==> config.mk <==
export PLATFORM = sky130hd
export DESIGN_NAME = rv_fifo_buffer_flat
export DESIGN_NICKNAME = d
export VERILOG_FILES = /design/src/rtl/rv_fifo_buffer_if.sv /design/src/rtl/rv_fifo_buffer.sv /design/src/flat_wrapper.sv
export SDC_FILE = /design/constraint.sdc
export NUM_CORES = 1
export LEC_CHECK = 0
export ABC_AREA = 1
export BUFFER_PORTS_ARGS = -buffer_cell sky130_fd_sc_hd__buf_2
export CAP_MARGIN = 30
export CORE_ASPECT_RATIO = 1.2
export CORE_MARGIN = 2
export CORE_UTILIZATION = 45
export CTS_BUF_LIST = sky130_fd_sc_hd__clkbuf_8
export DETAILED_ROUTE_END_ITERATION = 12
export HOLD_SLACK_MARGIN = 0.1
export PLACE_DENSITY = 0.62
export SYNTH_ARGS = -nofsm -noshare
export SYNTH_HDL_FRONTEND = slang
export SYNTH_SLANG_ARGS = --single-unit
==> constraint.sdc <==
create_clock -name clk -period 3.8 [get_ports clk]
set_clock_uncertainty 0.2 [all_clocks]
set_input_delay 0.57 -clock clk [delete_from_list [all_inputs] [get_ports clk]]
set_output_delay 0.57 -clock clk [all_outputs]
set_load 0.05 [all_outputs]
==> src/rtl/rv_fifo_buffer_if.sv <==
// Ready/valid link bundle for rv_fifo_buffer: upstream producer side plus downstream consumer side.
// Handshake: a word moves on a rising edge where valid && ready; the producer holds data while valid && !ready.
interface rv_fifo_buffer_if #(
   parameter int DATA_W = 28
);
   logic [DATA_W-1:0] up_data;
   logic              up_valid;
   logic              up_ready;
   logic [DATA_W-1:0] down_data;
   logic              down_valid;
   logic              down_ready;

   // master is the environment around the buffer, slave is the buffer itself
   modport master (
      output up_data, up_valid, down_ready,
      input  up_ready, down_data, down_valid
   );

   modport slave (
      input  up_data, up_valid, down_ready,
      output up_ready, down_data, down_valid
   );
endinterface

==> src/rtl/rv_fifo_buffer.sv <==
// Parametrised ready/valid FIFO buffer with optional empty-buffer fall-through,
// synchronous flush and occupancy count. up_ready is registered and never depends on down_ready.
module rv_fifo_buffer #(
   parameter int DATA_W      = 28,
   parameter int DEPTH       = 4,
   parameter int FALLTHROUGH = 0,
   parameter int CNT_W       = $clog2(DEPTH) + 1
) (
   input  logic             clk,
   input  logic             rst_n,
   input  logic             flush,
   rv_fifo_buffer_if.slave  bus,
   output logic [CNT_W-1:0] count
);
   localparam int AW = $clog2(DEPTH);

   logic [DATA_W-1:0] mem [DEPTH];
   logic [AW-1:0]     wp;
   logic [AW-1:0]     rp;
   logic [CNT_W-1:0]  cnt_q;
   logic [CNT_W-1:0]  cnt_next;
   logic              up_ready_q;
   logic              empty;
   logic              push;
   logic              pop;
   logic              bypass;

   assign empty        = (cnt_q == '0);
   assign bus.up_ready = up_ready_q & ~flush;
   assign push         = bus.up_valid & bus.up_ready;

   // Fall-through only presents the upstream word when it is actually being accepted,
   // so a bypassed word is always written in step with its pop and order is kept.
   assign bypass         = (FALLTHROUGH != 0) && empty && push;
   assign bus.down_valid = ~flush & (~empty | bypass);
   assign bus.down_data  = bypass ? bus.up_data : mem[rp];
   assign pop            = bus.down_valid & bus.down_ready;

   assign count = cnt_q;

   always_comb begin
      cnt_next = cnt_q;
      case ({push, pop})
         2'b10:   cnt_next = cnt_q + CNT_W'(1);
         2'b01:   cnt_next = cnt_q - CNT_W'(1);
         default: cnt_next = cnt_q;
      endcase
   end

   // A bypassed word is still written and both pointers advance, which is equivalent
   // to skipping storage and keeps the pointer logic uniform.
   always_ff @(posedge clk or negedge rst_n) begin
      if (!rst_n) begin
         for (int i = 0; i < DEPTH; i++) mem[i] <= '0;
         wp         <= '0;
         rp         <= '0;
         cnt_q      <= '0;
         up_ready_q <= 1'b0;
      end else if (flush) begin
         wp         <= '0;
         rp         <= '0;
         cnt_q      <= '0;
         up_ready_q <= 1'b1;
      end else begin
         if (push) begin
            mem[wp] <= bus.up_data;
            wp      <= wp + AW'(1);
         end
         if (pop) rp <= rp + AW'(1);
         cnt_q      <= cnt_next;
         up_ready_q <= (cnt_next < CNT_W'(DEPTH));
      end
   end
endmodule

==> src/flat_wrapper.sv <==
// flat-port wrapper written by rule: the top's interface ports become plain ports
module rv_fifo_buffer_flat 
#(
   parameter int DATA_W      = 28,
   parameter int DEPTH       = 4,
   parameter int FALLTHROUGH = 0,
   parameter int CNT_W       = $clog2(DEPTH) + 1
)
  (clk, rst_n, flush, count, bus_up_data, bus_up_valid, bus_down_ready, bus_up_ready, bus_down_data, bus_down_valid);
  rv_fifo_buffer_if #(.DATA_W(DATA_W)) bus_i ();
  input  logic clk;
  input  logic rst_n;
  input  logic flush;
  output logic [CNT_W-1:0] count;
  input wire logic [$bits(bus_i.up_data)-1:0] bus_up_data;
  input wire logic [$bits(bus_i.up_valid)-1:0] bus_up_valid;
  input wire logic [$bits(bus_i.down_ready)-1:0] bus_down_ready;
  output wire logic [$bits(bus_i.up_ready)-1:0] bus_up_ready;
  output wire logic [$bits(bus_i.down_data)-1:0] bus_down_data;
  output wire logic [$bits(bus_i.down_valid)-1:0] bus_down_valid;
  assign bus_i.up_data = bus_up_data;
  assign bus_i.up_valid = bus_up_valid;
  assign bus_i.down_ready = bus_down_ready;
  assign bus_up_ready = bus_i.up_ready;
  assign bus_down_data = bus_i.down_data;
  assign bus_down_valid = bus_i.down_valid;
  rv_fifo_buffer #(.DATA_W(DATA_W), .DEPTH(DEPTH), .FALLTHROUGH(FALLTHROUGH), .CNT_W(CNT_W)) u_core (.clk(clk), .rst_n(rst_n), .flush(flush), .bus(bus_i), .count(count));
endmodule
==> results.md, run 1 <==
- Status: complete, no violations
- GRT overflow: 0
- Critical Path Start Type: register
- RSZ-0062 raised after global routing: no
- Starting Density: 45.6%
- DR iter-0 viols: 253
- Die Wd: 107 um
- Placed cell areas: 6050 um2
- Vias in the first global route: 4252
- Vias per cell: 5.19
- Final Setup Violations: 0
- Mapped Avg Cell Area: 9.30 um2
- Final Hold Vio Count: 0
- CTS Buffer Depth: 2
- Warnings, synthesis: 0
- Clock sinks: 120
- Root buf cell: clkbuf_8
- Routed WL per cell: 15.1 um
- TNS Setup: 0 ps
- Leakage: 3.28 nW
- Post-CTS sizing: 0
- Final nets: 711
- Worst setup EP type: output pin
- Largest cells by area after synthesis: dfrtp_1 (52%), o21ai_2 (12%), nand2_1 (8.4%), o21ai_0 (7.3%), buf_6 (3.9%)
- Tcrit/Tclk final: 80.7%
- Final worst slack: 733 ps
- Pwr Density: 749 nW/um2
- Yosys top cell area share: 52.4%
- Routability cong.: 0.783
- Post-synthesis sequential area ratio: 52.4%
- Most frequent cells after synthesis: nand2_1 (128), dfrtp_1 (120), o21ai_0 (84)
- CTS tree: built
- Die Y: 128 um
- Worst vdd ir: 0.311 mV
- Post-route DRC: 0
- Fin Hold WS: 229 ps
- Final HPWL DP: 7690 um
- Worst-path maximum fanout: 57
- Most area-hungry cell type in the Yosys netlist: dfrtp_1
- Seq cells post-synth: 120
- Final Max Tran Viols: 0
- Ports: 66
- Crit Path Category: reg -> out
- Syn nets: 657
- Vias after detailed routing: 4397
- Insertion delay to the later sink of the worst-skew pair: 440 ps
- Post-CTS setup buffer count: 0
- Final Cell Area: 6500 um2
- Dpl ws: 1200 ps
- Synth Flop Type: dfrtp_1
- Die Area: 13700 um2
- Layout cells sized above 1: 28.1%
- Initial antenna violation count: 0
- CP required: 3030 ps
- Synthesized area: 5730 um2
- Worst relative slew slack: 34.9%
- CORE AREA: 12600 um2
- DRT Wirelength: 12800 um
- Minimum clock period: 3070 ps
- Max_cap viols: 0
- Final ANT Viol Nets: 0
- Worst Path Arrival: 2300 ps
- Gr usage total: 19.9%
- DRT Pass-1 Iters: 5
- Reg2reg setup slack: 1580 ps
- Unique masters post-synth: 19
- Worst-margin pin slew: 973 ps
- Dominant cell by count in the synthesized netlist: nand2_1
- Post-synth EDFFs: 0
- First-pass GRT wire length: 21000 um
- Largest net degree at the start of global routing: 69
- Clk pin slew, worst setup/hold paths: 70 ps
- Row cnt: 45
- Cells after synthesis: 616
- Fill cells: 1214
- Ys async rst share: 100%
- Worst hold path type: in -> reg
- Port buffer count: 65
- H-tree depth: 4
- CTS buffer count: 17
- Antenna diodes: 0
- Tot Pwr: 0.00487 W
- Max Fclk: 0.326 GHz
- Area delta synth->final: 13.5%
-- final timing paths --
| check | start | end | cells after the start |
|---|---|---|---|
| max | u_core.rp[0]$_DFFE_PN0P_ | bus_down_data[11] | 4 |
| min | bus_up_data[2] | u_core.mem[30]$_DFFE_PN0P_ | 3 |
| max reg2reg | u_core.up_ready_q$_DFF_PN0_ | u_core.mem[49]$_DFFE_PN0P_ | 8 |
| min reg2reg | u_core.mem[72]$_DFFE_PN0P_ | u_core.mem[72]$_DFFE_PN0P_ | 2 |
| max in group asynchronous | rst_n | u_core.mem[25]$_DFFE_PN0P_ | 3 |
| min in group asynchronous | rst_n | u_core.mem[89]$_DFFE_PN0P_ | 2 |
-- stage by stage --
stage          utilization (%)  instances
2_1_floorplan                -        616
3_3_place_gp              48.0        813
3_5_place_dp              48.2        814
4_1_cts                   51.8        847
5_1_grt                   51.8        847
6_report                  51.8        847
-- cell usage in the layout, fill, tap and decap left out, types with 2 or more instances in the layout --
cell type / Yosys / layout
nand3_1: 6 / 6
inv_1: 44 / 47
dfrtp_1: 120 / 119
o21ai_0: 84 / 84
buf_4: 0 / 9
nor2_1: 57 / 57
xor2_1: 2 / 2
clkbuf_8: 0 / 19
buf_2: 11 / 64
buf_12: 0 / 2
bufinv_16: 0 / 5
o21ai_1: 8 / 8
o21ai_2: 80 / 80
ha_1: 8 / 8
nand2_2: 5 / 5
nand4_1: 2 / 2
o22ai_1: 28 / 28
clkinv_2: 0 / 4
nand2_1: 128 / 128
-- cells by family after synthesis --
family,after synthesis,share of synthesized area (%)
AO/OA/AOI/OAI,201,23.4
XOR/XNOR,2,0.306
adder cells (fa/ha/maj),8,1.75
flip-flops,120,52.4
AND/OR/NAND/NOR,199,13.6
buffers and inverters,86,8.54
-- worst max-delay path, cell delays in order (launching register included) --
cell and delay (ps):
dfrtp_2 400, inv_2 690, o21ai_0 180, o22ai_1 240, buf_2 320
-- registers in the layout, indices dropped and copies added, names as in the netlist --
name	flops
u_core.mem	112
u_core.count	3
u_core.rp	2
u_core.wp	2
u_core.up_ready_q	1
-- report_power, final --
part / switching (W) / internal [W]
sequential: 0.000227 / 0.00173
clock: 0.000492 / 0.000801
combinational: 0.00112 / 0.000499
total: 0.00184 / 0.00303
-- cell type report --
type / instances / area (um2) / share of cell area, %
flip-flops and latches: 120 / 3000 / 46.2
clock buffers: 19 / 262 / 4.02
repair buffers: 76 / 438 / 6.73
well taps: 164 / 205 / 3.16
inverters: 45 / 171 / 2.64
clock inverters: 13 / 185 / 2.85
multi-input cells: 410 / 2240 / 34.4
-- per-layer routing --
metal / global-route usage (%) / part of all wire (%) / routed length (um) / vias up
met2: 31.9 / 49 / 6200 / 112
li1: - / - / - / 2145
met3: 5.97 / 5.0 / 635 / 15
met1: 25.8 / 45 / 5760 / 2125
met5: 0 / 0 / 0 / -
met4: 6.72 / 1.3 / 168 / 0
-- timing repair --
action,CTS,global route
setup endpoints to repair,0,0
endpoints found under the hold margin,52,0
hold buffers,1,0
(Power assumes the default switching activity.)
==> inputs of run 2 (changes only) <==
ABC_AREA = 0   (was 1)
PLACE_DENSITY = 0.65   (was 0.62)
clock period = 2.7 ns   (was 3.8 ns; I/O delays follow)
==> run 2 against run 1 <==
Net effect: routed wire length decreased by 14%; synthesized cell count is 47% lower; die area up 0.11%; total power is 20% higher; setup slack lost 620 ps; critical path depth grew 6.
==> results.md, run 2 <==
- Status: complete, no violations
- Critical Path Start Type: input pin
- DRT Pass-1 Iters: 4
- Worst r2r dst: u_core.count[2]$_DFF_PN0_
- Vias per cell: 5.07
- Synth Flop Type: dfrtp_1
- Post-route DRC: 0
- Fill cells: 1014
- RSZ-0062 raised after global routing: no
- Layout cells sized above 1: 57.1%
- Area taken by multi-input logic gates: 2590 um2
- Die Area: 13700 um2
- Antenna diodes: 0
- DR iter-0 viols: 107
- Final nets: 473
- Crit. path cell count: 10
- Row cnt: 45
- Min-Delay Endpoint: u_core.rp[1]$_DFFE_PN0P_
- Reg2reg setup slack: 170 ps
- Buf/Inv on CP: 3
- Tcrit/Tclk final: 95.8%
- Vias after detailed routing: 3085
- DRT Wirelength: 11000 um
- Dominant cell by count in the synthesized netlist: dfrtp_1
- Post-CTS setup buffer count: 0
- Pwr Density: 837 nW/um2
- Worst hold path type: in -> reg
- Largest cells by area after synthesis: dfrtp_1 (52%), mux2_4 (21%), mux4_2 (11%), mux2_2 (6.7%), ha_1 (1.7%)
- Starting Density: 45.7%
- Reg-to-Reg Start: u_core.count[2]$_DFF_PN0_
- Worst setup EP type: register
- Post-synth EDFFs: 0
- Minimum clock period: 2590 ps
- Final Max Tran Viols: 0
- Die Y: 128 um
- Area delta synth->final: 21.6%
- Clock sinks: 120
- H-tree depth: 4
- Mapped Avg Cell Area: 17.7 um2
- Worst Path Arrival: 2710 ps
- Syn nets: 366
- Routability cong.: 0.730
- Warnings, synthesis: 0
- Crit path largest cell delay: 530 ps
- Synthesized area: 5740 um2
- Routed WL per cell: 18.1 um
- Crit Path Category: in -> reg
- CORE AREA: 12600 um2
- Most frequent cells in the layout: dfrtp_1 (116), mux2_4 (81), buf_2 (64), mux2_2 (33), dlygate4sd3_1 (31)
- Worst relative slew slack: 64.0%
- Reg area: 3010 um2
- Die Wd: 107 um
- First-pass GRT wire length: 18500 um
- Cells after synthesis: 325
- Insertion delay to the later sink of the worst-skew pair: 430 ps
- Root buf cell: clkbuf_8
- CP max stage cell: dlygate4sd3_1
- TNS Setup: 0 ps
- CTS buffer count: 17
- Final Setup Violations: 0
- Largest net degree at the start of global routing: 67
- Top reg by flops: u_core.mem
- Max reg flops: 112
- Vias in the first global route: 3468
- Most frequent cells after synthesis: dfrtp_1 (120), mux2_4 (80), mux2_2 (34)
- Final HPWL DP: 6450 um
- Fin Hold WS: 235 ps
- Gr usage total: 17.9%
- Most area-hungry cell type in the Yosys netlist: dfrtp_1
- R2R depth: 9
- Worst-path maximum fanout: 7
- Yosys top cell area share: 52.3%
- Ys async rst share: 100%
- Cell family with most CP delay: buffers and inverters
- Seq cells post-synth: 120
- Crit path top cell by count: ha_1
- CP required: 2820 ps
- Worst vdd ir: 0.357 mV
- Leakage: 3.40 nW
- Max_cap viols: 0
- CTS tree: built
- Final ANT Viol Nets: 0
- Hold Startpoint: bus_down_ready
- GRT overflow: 0
- CP cell instances: dlygate4sd3_1 -> buf_2 -> and3b_1 -> inv_1 -> ha_1 -> xor2_1 -> ha_1 -> a21oi_2 -> mux2_4 -> mux2_2
- Worst-margin pin slew: 533 ps
- Initial antenna violation count: 0
- Ports: 66
- Commonest non-fill, non-tap cell in the layout: dfrtp_1
- CTS Buffer Depth: 2
- Hold Path Stages: 4
- Unique masters post-synth: 26
- Port buffer count: 65
- Post-synthesis sequential area ratio: 52.3%
- Clk pin slew, worst setup/hold paths: 70 ps
- Final Hold Vio Count: 0
- Max Fclk: 0.387 GHz
==> run 2: cell count changes in the layout (fill, tap and decap cells not counted), sizes merged, moves of 2 or more <==
cell	delta
buf	-2
nand3	-5
nor2	-51
nand2	-125
o21ai	-172
o22ai	-28
mux2	+114
nand4	-2
inv	-40
mux4	+28
dlygate4sd3	+30
nor2b	+3
a21oi	+3
==> run 2: worst max-delay path by stage <==
stage / start / end / slack [ps]
6_report: flush / u_core.count[2]$_DFF_PN0_ / 110
5_1_grt: flush / u_core.count[2]$_DFF_PN0_ / 7
4_1_cts: u_core.count[2]$_DFF_PN0_ / u_core.count[2]$_DFF_PN0_ / 70
3_5_place_dp: u_core.count[2]$_DFF_PN0_ / u_core.count[2]$_DFF_PN0_ / 80
3_3_place_gp: u_core.count[2]$_DFF_PN0_ / u_core.count[2]$_DFF_PN0_ / 160
2_1_floorplan: u_core.count[1]$_DFFE_PN0P_ / u_core.count[2]$_DFF_PN0_ / 20
==> run 2: cell type report <==
type | count | area share, %
clock buffer | 19 | 3.75
multi-input combinational | 185 | 37.1
timing repair buffer | 104 | 10.5
sequential | 120 | 43.1
inverter | 4 | 0.215
tap | 164 | 2.94
clock inverter | 13 | 2.33
==> run 2: repair_timing <==
action	in CTS	in global routing
hold endpoints to repair	152	0
setup endpoints to repair	0	1
gates resized for setup	0	3
hold buffers	31	0
==> run 2: per-layer routing <==
layer	GRT usage (%)	vias up	part of all wire, %
li1	-	1411	-
met1	24.4	1593	46
met2	27.6	66	48
met3	4.63	15	4.1
met4	7.33	0	1.7
met5	0	-	0
==> run 2: kinds of logic after synthesis <==
kind of cell	count (synthesis)	synth area share, %
xor gates and xnor gates	4	0.611
AOI/OAI and AO/OA	6	0.633
muxes	143	38.8
DFF	120	52.3
and+or+nand+nor	24	3.14
adders and majority gates	8	1.74
buffers and inverters	20	2.75
==> run 2: worst min-delay path, delay by kind of cell <==
kind | cells | cell delay [ps]
AOI/OAI and AO/OA | 1 | 150
buffers and inverters | 1 | 110
xor gates and xnor gates | 1 | 80
and+or+nand+nor | 1 | 70
==> run 2: report_power, final <==
part	leakage [nW]	total, W	internal, W	switching, W
registers	1.50	0.00252	0.00228	0.000247
logic	1.67	0.00159	0.000850	0.000744
clock network	0.236	0.00172	0.00103	0.000687
==> run 2: stage by stage <==
stage / util (%) / total power [W] / instance area, um2 / instances / setup WS, ps
finish: 55.6 / 0.00584 / 6980 / 609 / 115
global route: 55.6 / 0.00613 / 6980 / 609 / 7.41
CTS: 55.5 / 0.00591 / 6960 / 609 / 71.7
detailed placement: 49.6 / 0.00411 / 6230 / 546 / 83.1
global placement: 49.6 / 0.00406 / 6230 / 546 / 158
floorplan: - / 0.00377 / 5740 / 325 / 19.1
==> inputs of run 3 (changes only) <==
CORE_MARGIN = default   (was 2)
==> run 3 against run 2 <==
Net effect: core utilization increased by 1.5 points; total power grew 0.79%; sequential cell count stayed put; first-iteration DRC count is 4.7% lower; critical endpoint unchanged; largest power group unchanged; die area is 3.4% lower.
==> results.md, run 3 (same netlist as run 2, synthesis figures left out) <==
- Root buf cell: clkbuf_8
- Status: complete, no violations
- DR iter-0 viols: 102
- Vias in the first global route: 3586
- Crit Path Category: in -> reg
- Tcrit/Tclk final: 97.0%
- CTS tree: built
- Vias per cell: 5.12
- Worst relative slew slack: 57.0%
- Final Cell Area: 7000 um2
- Die Area: 13200 um2
- CTS Buffer Depth: 2
- CTS buffer count: 17
- DRT Pass-1 Iters: 4
- Crit path top cell by count: mux2_2
- Top reg by flops: u_core.mem
- Pwr Density: 841 nW/um2
- Final Max Tran Viols: 0
- Port buffer count: 65
- Clock sinks: 120
- Final Hold Vio Count: 0
- CORE AREA: 12300 um2
- Gr usage total: 19.1%
- Worst setup EP type: register
- Post-route DRC: 0
- Final Setup Violations: 0
- TNS Setup: 0 ps
- Worst-margin pin slew: 645 ps
- Routed WL per cell: 18.0 um
- DRT Wirelength: 11000 um
- Ports: 66
- Max_cap viols: 0
- Dpl cells: 545
- H-tree depth: 4
- Die Wd: 105 um
- Routability cong.: 0.702
- Insertion delay to the later sink of the worst-skew pair: 440 ps
- Buf/Inv on CP: 3
- Final HPWL DP: 6580 um
- Critical Path Start Type: input pin
- GRT overflow: 0
- Final nets: 476
- CP max stage cell: dlygate4sd3_1
- RSZ-0062 raised after global routing: no
- Minimum clock period: 2620 ps
- Clk pin slew, worst setup/hold paths: 70 ps
- Final cell count without fillers: 609
- Reg2reg setup slack: 180 ps
- Area delta synth->final: 22.1%
- Finished Core Util: 57.0%
- Crit path largest cell delay: 530 ps
- Die Y: 126 um
- Vias after detailed routing: 3121
- Final ANT Viol Nets: 0
- Initial antenna violation count: 0
- Worst hold path type: in -> reg
- First-pass GRT wire length: 19000 um
- Leakage: 3.41 nW
- Worst Path Arrival: 2750 ps
- Worst-path maximum fanout: 12
- CP cell instances: dlygate4sd3_1 -> clkbuf_4 -> or2_2 -> inv_1 -> ha_4 -> xor2_1 -> ha_1 -> a21oi_1 -> mux2_2 -> mux2_2
- Row cnt: 44
- Cell family with most CP delay: buffers and inverters
- Largest net degree at the start of global routing: 51
- Max Fclk: 0.382 GHz
- Antenna diodes: 0
- Commonest non-fill, non-tap cell in the layout: dfrtp_1
- Starting Density: 46.7%
- Layout cells sized above 1: 57.4%
- Most frequent cells in the layout: dfrtp_1 (116), mux2_4 (80), buf_2 (63), mux2_2 (34), dlygate4sd3_1 (32)
- Placed cell areas: 6230 um2
- CP required: 2830 ps
- Worst vdd ir: 0.425 mV
- Max reg flops: 112
run 3: final cells by class:
type	instances	area, um2
clock buffer	20	275
clock inverter	12	158
fill	978	5280
inverter	4	15.0
multi-input combinational	185	2590
sequential	120	3010
tap	161	201
timing repair buffer	107	751
run 3: worst paths after layout:
check,startpoint,endpoint,cells past startpoint
worst min register to register,u_core.mem[32]$_DFFE_PN0P_,u_core.mem[32]$_DFFE_PN0P_,1
max in group asynchronous,rst_n,u_core.count[2]$_DFF_PN0_,3
worst max register to register,u_core.count[2]$_DFF_PN0_,u_core.count[2]$_DFF_PN0_,9
min in group asynchronous,rst_n,u_core.mem[108]$_DFFE_PN0P_,2
worst max-delay path,flush,u_core.count[2]$_DFF_PN0_,10
worst min-delay path,bus_down_ready,u_core.rp[1]$_DFFE_PN0P_,4
run 3: worst register-to-register path, stage by stage, from the launching register on:
cell and delay (ps):
dfrtp_2 450, o31ai_2 250, or2_2 160, inv_1 70, ha_4 180, xor2_1 140, ha_1 170, a21oi_1 150
mux2_2 380, mux2_2 270
run 3: routing by layer:
layer / part of all wire [%] / track usage [%]
met1: 48 / 25.8
met2: 47 / 29.0
met3: 3.8 / 6.42
met4: 1.8 / 6.38
met5: 0 / 0
run 3: stage by stage:
step | total power, W | hold slack [ps] | setup WS [ps]
global route | 0.00619 | 182 | 31.2
CTS | 0.00594 | 141 | 64.8
detailed placement | 0.00412 | 273 | 94.6
global placement | 0.00406 | 265 | 146
finish | 0.00589 | 177 | 81.4
floorplan | 0.00377 | -90.6 | 19.1
run 3: repair_timing:
item | 4_1_cts | 5_1_grt
gates resized for setup | 0 | 4
endpoints found under the setup margin | 0 | 1
endpoints found under the hold margin | 165 | 0
setup buffers | 0 | 0
hold buffers | 32 | 0
run 3: where the power goes:
part / total, W / leakage (nW) / switching [W] / internal, W
clock network: 0.00176 / 0.234 / 0.000701 / 0.00106
registers: 0.00253 / 1.50 / 0.000253 / 0.00228
logic: 0.00159 / 1.68 / 0.000742 / 0.000852
total: 0.00589 / 3.41 / 0.00170 / 0.00419
